===== config.mk =====
export PLATFORM = sky130hd
export DESIGN_NAME = light_phase_sequencer
export DESIGN_NICKNAME = d
export VERILOG_FILES = /design/src/rtl/traffic_pkg.sv /design/src/rtl/phase_timer.sv /design/src/rtl/light_phase_sequencer.sv
export SDC_FILE = /design/constraint.sdc
export NUM_CORES = 1
export LEC_CHECK = 0
export CORE_ASPECT_RATIO = 0.6
export CORE_UTILIZATION = 50
export CTS_CLUSTER_SIZE = 20
export DETAILED_ROUTE_END_ITERATION = 10
export DONT_BUFFER_PORTS = 1
export GPL_ROUTABILITY_DRIVEN = 0
export GPL_TIMING_DRIVEN = 0
export PLACE_DENSITY = 0.63
export SYNTH_ARGS = -nofsm -noshare
export SYNTH_HDL_FRONTEND = slang
export SYNTH_SLANG_ARGS = --single-unit

===== constraint.sdc =====
create_clock -name clk -period 2.4 [get_ports clk]
set_input_delay 0.24 -clock clk [delete_from_list [all_inputs] [get_ports clk]]
set_output_delay 0.24 -clock clk [all_outputs]
set_load 0.005 [all_outputs]

===== src/rtl/traffic_pkg.sv =====
// traffic_pkg
//   Shared types and constants for the intersection light sequencer.
//   - phase_e   : sequencer state encoding, also driven out on the phase port
//   - timer_t   : 7-bit phase countdown value
//   - N1..W2    : lane bit positions within the WWSSEENN lane vector
//   - DEF_*     : default phase lengths in clock cycles
//   - clampGreen: raises a requested green length to the minimum green
package traffic_pkg;

    typedef logic [6:0] timer_t;

    typedef enum logic [2:0] {
        PH_SELECT  = 3'd1,
        PH_GREEN   = 3'd2,
        PH_YELLOW  = 3'd3,
        PH_ALL_RED = 3'd4,
        PH_PED     = 3'd5,
        PH_EMG     = 3'd6
    } phase_e;

    localparam int N1 = 0;
    localparam int N2 = 1;
    localparam int E1 = 2;
    localparam int E2 = 3;
    localparam int S1 = 4;
    localparam int S2 = 5;
    localparam int W1 = 6;
    localparam int W2 = 7;

    localparam int DEF_YELLOW_CYCLES  = 3;
    localparam int DEF_ALL_RED_CYCLES = 2;
    localparam int DEF_PED_CYCLES     = 10;
    localparam int DEF_MIN_GREEN      = 2;

    function automatic timer_t clampGreen(input timer_t req, input timer_t minGreen);
        return (req < minGreen) ? minGreen : req;
    endfunction

endpackage


===== src/rtl/phase_timer.sv =====
// phase_timer
//   Loadable 7-bit down counter that times each sequencer phase.
//   Ports:
//     clk     in  : rising-edge clock
//     rst     in  : asynchronous active-low reset, counter takes RESET_VAL
//     load    in  : load loadVal on this edge (takes priority over counting)
//     loadVal in 7: phase length in cycles
//     last    out : count is 1, i.e. the current cycle is the last of the phase
//   The counter stops at zero so an untimed phase simply never asserts last.
import traffic_pkg::*;

module phase_timer #(
    parameter timer_t RESET_VAL = 7'd1
) (
    input  logic   clk,
    input  logic   rst,
    input  logic   load,
    input  timer_t loadVal,
    output logic   last
);

    timer_t cnt;

    always_ff @(posedge clk or negedge rst) begin
        if (!rst) begin
            cnt <= RESET_VAL;
        end else if (load) begin
            cnt <= loadVal;
        end else if (cnt != 7'd0) begin
            cnt <= cnt - 7'd1;
        end
    end

    assign last = (cnt == 7'd1);

endmodule


===== src/rtl/light_phase_sequencer.sv =====
// light_phase_sequencer
//   Steps the DayTime lane selection through green, yellow and all-red
//   clearance, inserts pedestrian walk phases and preempts on emergency.
//   Priority: emergency, then pedestrian, then normal.
//   Ports:
//     clk        in   : rising-edge clock
//     rst        in   : asynchronous active-low reset
//     lane_sel   in 8 : DayTime lane selection, WWSSEENN (bit0 = N1)
//     load_timer in 7 : DayTime green length in cycles
//     ped_req    in   : pedestrian request (one pulse is enough)
//     emg_req    in   : emergency request, level
//     green      out 8: green lamps, lane_sel bit order
//     yellow     out 8: yellow lamps, lane_sel bit order
//     walk       out  : pedestrian walk lamp
//     is_zero    out  : high during the SELECT cycle while DayTime is sampled
//     phase      out 3: current phase encoding
//   Every lamp output is a pure decode of the state and lanesQ flops, so the
//   asynchronous reset drops the lamps without waiting for a clock edge.
import traffic_pkg::*;

module light_phase_sequencer #(
    parameter int YELLOW_CYCLES  = DEF_YELLOW_CYCLES,
    parameter int ALL_RED_CYCLES = DEF_ALL_RED_CYCLES,
    parameter int PED_CYCLES     = DEF_PED_CYCLES,
    parameter int MIN_GREEN      = DEF_MIN_GREEN
) (
    input  logic       clk,
    input  logic       rst,
    input  logic [7:0] lane_sel,
    input  logic [6:0] load_timer,
    input  logic       ped_req,
    input  logic       emg_req,
    output logic [7:0] green,
    output logic [7:0] yellow,
    output logic       walk,
    output logic       is_zero,
    output logic [2:0] phase
);

    localparam timer_t YELLOW_LEN  = timer_t'(YELLOW_CYCLES);
    localparam timer_t ALL_RED_LEN = timer_t'(ALL_RED_CYCLES);
    localparam timer_t PED_LEN     = timer_t'(PED_CYCLES);
    localparam timer_t MIN_GREEN_T = timer_t'(MIN_GREEN);

    phase_e     state;
    phase_e     nextState;
    logic       last;
    logic       loadEn;
    timer_t     loadVal;
    logic       latchLanes;
    logic       enterPed;
    logic [7:0] lanesQ;
    logic       pedPending;

    // Reset leaves the sequencer in ALL_RED with a full clearance count, so
    // the first SELECT follows ALL_RED_CYCLES edges after release.
    phase_timer #(
        .RESET_VAL (ALL_RED_LEN)
    ) uTimer (
        .clk     (clk),
        .rst     (rst),
        .load    (loadEn),
        .loadVal (loadVal),
        .last    (last)
    );

    always_comb begin
        nextState  = state;
        loadEn     = 1'b0;
        loadVal    = ALL_RED_LEN;
        latchLanes = 1'b0;
        enterPed   = 1'b0;
        case (state)
            PH_SELECT: begin
                // SELECT is always a single cycle; an empty selection or an
                // emergency falls back to clearance without latching lanes.
                loadEn = 1'b1;
                if (emg_req || (lane_sel == 8'h00)) begin
                    nextState = PH_ALL_RED;
                    loadVal   = ALL_RED_LEN;
                end else begin
                    nextState  = PH_GREEN;
                    loadVal    = clampGreen(load_timer, MIN_GREEN_T);
                    latchLanes = 1'b1;
                end
            end
            PH_GREEN: begin
                if (emg_req || last) begin
                    nextState = PH_YELLOW;
                    loadEn    = 1'b1;
                    loadVal   = YELLOW_LEN;
                end
            end
            PH_YELLOW: begin
                // Yellow always runs its full length, even under emergency.
                if (last) begin
                    nextState = PH_ALL_RED;
                    loadEn    = 1'b1;
                    loadVal   = ALL_RED_LEN;
                end
            end
            PH_ALL_RED: begin
                if (last) begin
                    loadEn = 1'b1;
                    if (emg_req) begin
                        nextState = PH_EMG;
                        loadVal   = 7'd1;
                    end else if (pedPending) begin
                        nextState = PH_PED;
                        loadVal   = PED_LEN;
                        enterPed  = 1'b1;
                    end else begin
                        nextState = PH_SELECT;
                        loadVal   = 7'd1;
                    end
                end
            end
            PH_PED: begin
                if (emg_req) begin
                    nextState = PH_ALL_RED;
                    loadEn    = 1'b1;
                    loadVal   = ALL_RED_LEN;
                end else if (last) begin
                    nextState = PH_SELECT;
                    loadEn    = 1'b1;
                    loadVal   = 7'd1;
                end
            end
            PH_EMG: begin
                // Held purely by the request level; the counter is ignored.
                if (!emg_req) begin
                    nextState = PH_ALL_RED;
                    loadEn    = 1'b1;
                    loadVal   = ALL_RED_LEN;
                end
            end
            default: begin
                nextState = PH_ALL_RED;
                loadEn    = 1'b1;
                loadVal   = ALL_RED_LEN;
            end
        endcase
    end

    always_ff @(posedge clk or negedge rst) begin
        if (!rst) begin
            state <= PH_ALL_RED;
        end else begin
            state <= nextState;
        end
    end

    always_ff @(posedge clk or negedge rst) begin
        if (!rst) begin
            lanesQ <= 8'h00;
        end else if (latchLanes) begin
            lanesQ <= lane_sel;
        end
    end

    // A request arriving on the PED-entry edge must survive the clear, so the
    // set term is tested first.
    always_ff @(posedge clk or negedge rst) begin
        if (!rst) begin
            pedPending <= 1'b0;
        end else if (ped_req) begin
            pedPending <= 1'b1;
        end else if (enterPed) begin
            pedPending <= 1'b0;
        end
    end

    assign green   = (state == PH_GREEN)  ? lanesQ : 8'h00;
    assign yellow  = (state == PH_YELLOW) ? lanesQ : 8'h00;
    assign walk    = (state == PH_PED);
    assign is_zero = (state == PH_SELECT);
    assign phase   = state;

endmodule


==> impl_metrics.env, run 1 <==
export IMPL_timing_reg2reg_worst_path_depth=8
export IMPL_max_clock_freq_mhz=468
export IMPL_worstHoldPathCells=1
export IMPL_clock_power_share_pct=16.0
export IMPL_rsz0062_at_grt="false"
export IMPL_post_route_period_util_pct=89.0
export IMPL_grt_first_pass_wirelength_um=5000
export IMPL_die_h_um=41.4
export IMPL_floorplan_die_area_um2=2810
export IMPL_crit_path_max_fanout=10
export IMPL_detail_route_drc_violations=0
export IMPL_yosys_area_top_type="sky130_fd_sc_hd__dfrtp_1"
export IMPL_cts_root_buf="sky130_fd_sc_hd__clkbuf_8"
export IMPL_ys_seq_elements=19
export IMPL_final_util_pct=60.3
export IMPL_maximum_number_of_pins_on_one_net_before_global_route_repair=20
export IMPL_comb_power_share_pct=43.8
export IMPL_firstDrtPassIters=4
export IMPL_setup_viol_count_final=0
export IMPL_critPathCaptureType="primary output"
export IMPL_worst_ir_drop_vdd_mv=0.430
export IMPL_synth_warning_count=0
export IMPL_core_area_um2=2310
export IMPL_leakagePower_nw=0.680
export IMPL_regToRegSetupSlack_ns=0.31
export IMPL_power_share_switching_pct=39.1
export IMPL_timing_final_crit_period_ns=2.14
export IMPL_arrival_ns=1.90
export IMPL_detail_route_wl_per_cell_um=19.1
export IMPL_dp_hpwl_um=2430
export IMPL_worst_slew_margin_rel_pct=38.6
export IMPL_post_synth_instance_area_um2=1300
export IMPL_final_antenna_net_count=0
export IMPL_cts_htree_levels=1
export IMPL_maxCapViolations=0
export IMPL_proportion_of_synthesized_chip_area_in_sequential_cells_pct=36.9
export IMPL_synth_edf_count=0
export IMPL_number_of_global_route_vias_before_repair=1030
export IMPL_run_status="complete, no violations"
export IMPL_synthCells=133
export IMPL_cts_reportedPaths_clkPinSlew_ns=0.08
export IMPL_share_of_async_settable_or_async_resettable_flops_after_synthesis_pct=100
export IMPL_final_nets=161
export IMPL_timing_worst_slew_pin_value_ns=0.918
export IMPL_initial_utilization_pct=56.1
export IMPL_design_power_total_mw=1.41
export IMPL_fp_row_count=13
export IMPL_p_per_area_nw_per_um2=1010
export IMPL_fraction_of_final_layout_cells_sized_beyond_drive_strength_1_pct=19.6
export IMPL_vias=1055
export IMPL_post_synth_num_cell_types=48
export IMPL_share_seq_of_total_power_pct=40.2
export IMPL_antenna_cells=0
export IMPL_hold_viol_final=0
export IMPL_fin_tns_setup_ns=0
export IMPL_power_internal_mw=0.858
export IMPL_synthesis_nets=155
export IMPL_final_setup_skew_ns=0.00591
export IMPL_clock_tree_buffer_depth=2
export IMPL_initial_antenna_violation_count=0
export IMPL_die_width_um=67.7
export IMPL_stdcell_area_um2=1390
export IMPL_fin_hold_ws_ns=0.0743
export IMPL_crit_type="reg2out"
export IMPL_netlist_area_leader_share_pct=32.8
export IMPL_worstSetupStartpointType="flop"
export IMPL_numPortBuffers=0
export IMPL_cts_tree="done"
export IMPL_placement_cell_area_um2=1330
export IMPL_global_route_overflow_total=0
export IMPL_ys_flop_type="sky130_fd_sc_hd__dfrtp_1"
export IMPL_required_ns=2.16
export IMPL_dr_first_iter_drc_count=94
export IMPL_routed_wirelength_um=3210
export IMPL_num_io_pins=40
export IMPL_slew_viol_final=0
export IMPL_detail_route_vias_per_cell=6.28
export IMPL_timing_hold_worst_class="in2reg"
export IMPL_syn_mean_instance_area_um2=9.75
export IMPL_synthTopCellsByArea="sky130_fd_sc_hd__dfrtp_1 (33%), sky130_fd_sc_hd__and3_1 (7.7%), sky130_fd_sc_hd__mux2_2 (4.3%), sky130_fd_sc_hd__dfstp_2 (4.1%), sky130_fd_sc_hd__ha_1 (2.9%)"
export IMPL_power_net_switching_mw=0.551
export IMPL_overall_fraction_of_global_route_tracks_in_use_pct=24.5
export IMPL_cts_inserted_buffers=3
export IMPL_area_delta_synth_final_pct=7.53
export IMPL_clkLatencyLatePin_ns=0.26
export IMPL_cts_sinks=19
[flip-flops by register name, summed over array words and instances, names as in the netlist]
signal / cells
pedPending: 1
lanesQ: 8
phase: 3
uTimer.cnt: 7
[final timing paths]
kind / from / end
hold / removal: ped_req / pedPending
setup reg to reg: uTimer.cnt[1] / uTimer.cnt[1]
max in group asynchronous: rst / uTimer.cnt[4]
setup / recovery: phase[1] / yellow[5]
hold reg to reg: lanesQ[6] / lanesQ[6]
min in group asynchronous: rst / phase[0]
[per-layer routing]
metal | vias to the layer above | GRT usage (%) | routed length [µm]
met5 | - | 0 | 0
met4 | 0 | 4.68 | 13
met3 | 2 | 8.79 | 277
met2 | 45 | 31.5 | 1340
met1 | 510 | 38.3 | 1580
li1 | 498 | - | -
[cell usage after synthesis (4+ instances only)]
master,count
sky130_fd_sc_hd__a21oi_1,4
sky130_fd_sc_hd__a22oi_1,4
sky130_fd_sc_hd__nand2_1,10
sky130_fd_sc_hd__dfrtp_1,17
sky130_fd_sc_hd__and3_1,16
sky130_fd_sc_hd__nor2_1,9
sky130_fd_sc_hd__nor2b_1,4
sky130_fd_sc_hd__a31oi_1,4
sky130_fd_sc_hd__o21ai_0,4
sky130_fd_sc_hd__mux2_2,5
sky130_fd_sc_hd__or4_1,4
[cells in the final DEF, fill, tap and decap left out, drive strengths merged, types with 2 or more instances in the layout]
cell / n
clkinv: 2
xor2: 2
a22oi: 4
and2: 2
clkbuf: 7
mux2: 8
and3: 16
or4: 5
nand2: 10
xnor2: 2
nor2: 9
nor2b: 4
a21oi: 5
buf: 4
o21ai: 6
a31oi: 4
dfrtp: 17
nand3: 3
ha: 3
o31a: 2
inv: 3
dfstp: 2
[cell type report]
type	count	area (µm²)
Buffer	8	72.6
Clock buffer	3	41.3
Clock inverter	1	5.00
Fill cell	205	916
Inverter	4	15.0
Multi-Input combinational cell	102	734
Sequential cell	19	478
Tap cell	30	37.5
Timing Repair Buffer	1	10.0
[worst max-delay path, cell delays in order (launching register included)]
cell and delay, ns:
sky130_fd_sc_hd__dfrtp_1 0.54, sky130_fd_sc_hd__nor2b_1 0.51, sky130_fd_sc_hd__clkbuf_1 0.34, sky130_fd_sc_hd__and3_1 0.24
[power by group through the flow]
stage	clock, mW	sequential [mW]	combinational (mW)
finish	0.225	0.567	0.617
global placement	0	0.563	0.587
floorplan	0	0.534	0.495
global route	0.251	0.584	0.685
detailed placement	0	0.573	0.598
CTS	0.231	0.566	0.611
[metrics by stage]
step,instances,setup slack [ns]
finish,168,0.264
global route,168,0.182
CTS,168,0.126
detailed placement,163,0.138
global placement,163,0.151
floorplan,133,0.419
[cells by family (layout without fill, tap and decap cells)]
logic type | after synthesis | in the layout | synth area share, %
XOR/XNOR | 4 | 4 | 2.70
buffers and inverters | 12 | 17 | 6.76
AND/OR/NAND/NOR | 56 | 56 | 25.7
AO/OA/AOI/OAI | 30 | 30 | 17.4
flip-flops | 19 | 19 | 36.9
multiplexers | 9 | 9 | 7.72
adder cells (fa/ha/maj) | 3 | 3 | 2.90
[what timing repair did]
item	in CTS	in global routing
buffers inserted	0	0
hold buffers	1	0
endpoints found under the setup margin	0	1
resized for setup	0	1
hold endpoints to repair	19	0
No activity file was read; power rests on OpenSTA's default activity.
==> inputs of run 2 (changes only) <==
- CORE_UTILIZATION: 50 -> 35
- PLACE_DENSITY: 0.63 -> 0.47
- SETUP_SLACK_MARGIN: not set -> 0.4
==> run 2 against run 1 <==
  * Maximum frequency increased by 8.4%
  * Sequential cell count unchanged
  * Non-clock buffer count increased by 3
  * Clock skew decreased by 0.00073 ns
  * Combinational power increased by 13%
  * Power increased by 5.4%
  * Register-to-register slack improved by 0.12 ns
  * First-iteration DRC count increased by 4.3%
  * Count of clock-buffer cells in the layout increased by 1
  * Critical path type is now reg2reg
  * Sequential power decreased by 0.9%
==> impl_metrics.env, run 2 (synthesis gave the netlist of run 1 again) <==
export IMPL_hold_viol_final=0
export IMPL_detail_route_vias_per_cell=5.68
export IMPL_clock_tree_buffer_depth=2
export IMPL_dr_first_iter_drc_count=98
export IMPL_timing_critical_path_max_delay_family="simple AND/OR/NAND/NOR gates"
export IMPL_final_setup_skew_ns=0.00518
export IMPL_fp_row_count=16
export IMPL_initial_antenna_violation_count=0
export IMPL_cts_tree="done"
export IMPL_cts_reportedPaths_clkPinSlew_ns=0.07
export IMPL_arrival_ns=2.16
export IMPL_crit_type="reg2reg"
export IMPL_area_delta_synth_final_pct=13.5
export IMPL_crit_path_max_fanout=8
export IMPL_firstDrtPassIters=4
export IMPL_largest_register="lanesQ"
export IMPL_cts_inserted_buffers=3
export IMPL_stdcell_area_um2=1470
export IMPL_die_h_um=49.1
export IMPL_clkLatencyLatePin_ns=0.26
export IMPL_timing_worst_slew_pin_value_ns=0.919
export IMPL_final_nets=164
export IMPL_maxCapViolations=0
export IMPL_detail_route_wl_per_cell_um=18.4
export IMPL_p_per_area_nw_per_um2=1010
export IMPL_initial_utilization_pct=38.3
export IMPL_max_clock_freq_mhz=507
export IMPL_global_route_overflow_total=0
export IMPL_worst_slew_margin_rel_pct=38.5
export IMPL_overall_fraction_of_global_route_tracks_in_use_pct=19.4
export IMPL_antenna_cells=0
export IMPL_worstPathCellList="nor4_4 > and2_1 > buf_6 > a21oi_2 > or4_1 > a22o_1"
export IMPL_vias=1057
export IMPL_fraction_of_final_layout_cells_sized_beyond_drive_strength_1_pct=24.1
export IMPL_timing_hold_worst_class="in2reg"
export IMPL_final_cell_mix="sky130_fd_sc_hd__and3_1 (16), sky130_fd_sc_hd__dfrtp_1 (16), sky130_fd_sc_hd__nand2_1 (10)"
export IMPL_setup_viol_count_final=0
export IMPL_core_area_um2=3380
export IMPL_cts_sinks=19
export IMPL_timing_final_crit_period_ns=1.97
export IMPL_required_ns=2.59
export IMPL_routed_wirelength_um=3420
export IMPL_die_width_um=80.6
export IMPL_post_route_period_util_pct=82.1
export IMPL_critPathCaptureType="flop"
export IMPL_cts_root_buf="sky130_fd_sc_hd__clkbuf_8"
export IMPL_maximum_number_of_pins_on_one_net_before_global_route_repair=20
export IMPL_slew_viol_final=0
export IMPL_fillCellCount=347
export IMPL_cts_htree_levels=1
export IMPL_final_antenna_net_count=0
export IMPL_fin_tns_setup_ns=0
export IMPL_floorplan_die_area_um2=3960
export IMPL_leakagePower_nw=0.692
export IMPL_grt_first_pass_wirelength_um=5660
export IMPL_num_io_pins=40
export IMPL_detail_route_drc_violations=0
export IMPL_final_critical_path_setup_slack_ns=0.429
export IMPL_worstSetupStartpointType="flop"
export IMPL_run_status="complete, no violations"
export IMPL_max_reg_flops=8
export IMPL_final_util_pct=43.5
export IMPL_critical_path_slowest_stage_cell="sky130_fd_sc_hd__or4_1"
export IMPL_cp_buffers_inverters=1
export IMPL_number_of_global_route_vias_before_repair=1089
export IMPL_rsz0062_at_grt="true"
export IMPL_numPortBuffers=0
export IMPL_dp_hpwl_um=2580
export IMPL_worst_ir_drop_vdd_mv=0.399
export IMPL_placement_cell_area_um2=1350
export IMPL_design_power_total_mw=1.48
export IMPL_detailedPlace_worstSlack_ns=0.0982
export IMPL_cp_slowest_stage_delay_ns=0.48
[run 2: cell types whose count changed in the layout (fill, tap and decap cells not counted), sizes merged]
cell / change
clkbuf: +1
buf: +3
clkinv: -1
[run 2: worst reg2reg max path: stages (launching register included)]
cell,delay [ns]
sky130_fd_sc_hd__dfrtp_1,0.46
sky130_fd_sc_hd__nor4_4,0.37
sky130_fd_sc_hd__and2_1,0.21
sky130_fd_sc_hd__buf_6,0.14
sky130_fd_sc_hd__a21oi_2,0.06
sky130_fd_sc_hd__or4_1,0.48
sky130_fd_sc_hd__a22o_1,0.19
[run 2: metal layers]
| metal | GRT usage [%] | part of all wire [%] | routed length [µm] |
|---|---|---|---|
| met5 | 0 | 0 | 0 |
| met4 | 4.46 | 0.38 | 13 |
| met3 | 6.36 | 10 | 344 |
| met2 | 26.1 | 41 | 1420 |
| met1 | 29.5 | 48 | 1640 |
[run 2: area by class of cell]
| cell class | instances | area (µm²) | share of cell area (%) |
|---|---|---|---|
| inverters | 4 | 15.0 | 1.02 |
| plain buffers | 8 | 72.6 | 4.93 |
| multi-input cells | 102 | 763 | 51.9 |
| well taps | 45 | 56.3 | 3.83 |
| flip-flops and latches | 19 | 479 | 32.6 |
| clock buffers | 4 | 45.0 | 3.06 |
| repair buffers | 4 | 40.0 | 2.72 |
[run 2: path summary, 6_finish.rpt]
path	from	end	slack, ns	cells past startpoint
min in group asynchronous	rst	lanesQ[6]	0.56	1
worst max-delay path	uTimer.cnt[2]	uTimer.cnt[1]	0.43	6
worst max register to register	uTimer.cnt[2]	uTimer.cnt[1]	0.43	6
worst min-delay path	ped_req	pedPending	0.07	1
max in group asynchronous	rst	phase[1]	1.22	1
worst min register to register	lanesQ[7]	lanesQ[7]	0.50	1
[run 2: timing repair]
action                     in CTS  in global routing
setup buffers                   0                  3
pin swaps                       0                  3
setup endpoints to repair      20                 15
gates resized for setup         5                  5
hold buffers                    1                  0
hold endpoints to repair       19                  0
[run 2: power by group]
group	internal, mW	leakage (nW)	switching [mW]
Sequential	0.444	0.241	0.118
Combinational	0.355	0.428	0.343
Clock	0.118	0.0228	0.107
[run 2: through the flow]
| stage | instances | hold slack (ns) |
|---|---|---|
| 6_report | 186 | 0.0733 |
| 5_1_grt | 186 | 0.0541 |
| 4_1_cts | 183 | 0.0652 |
| 3_5_place_dp | 178 | -0.0553 |
| 3_3_place_gp | 178 | -0.0552 |
| 2_1_floorplan | 133 | -0.0556 |
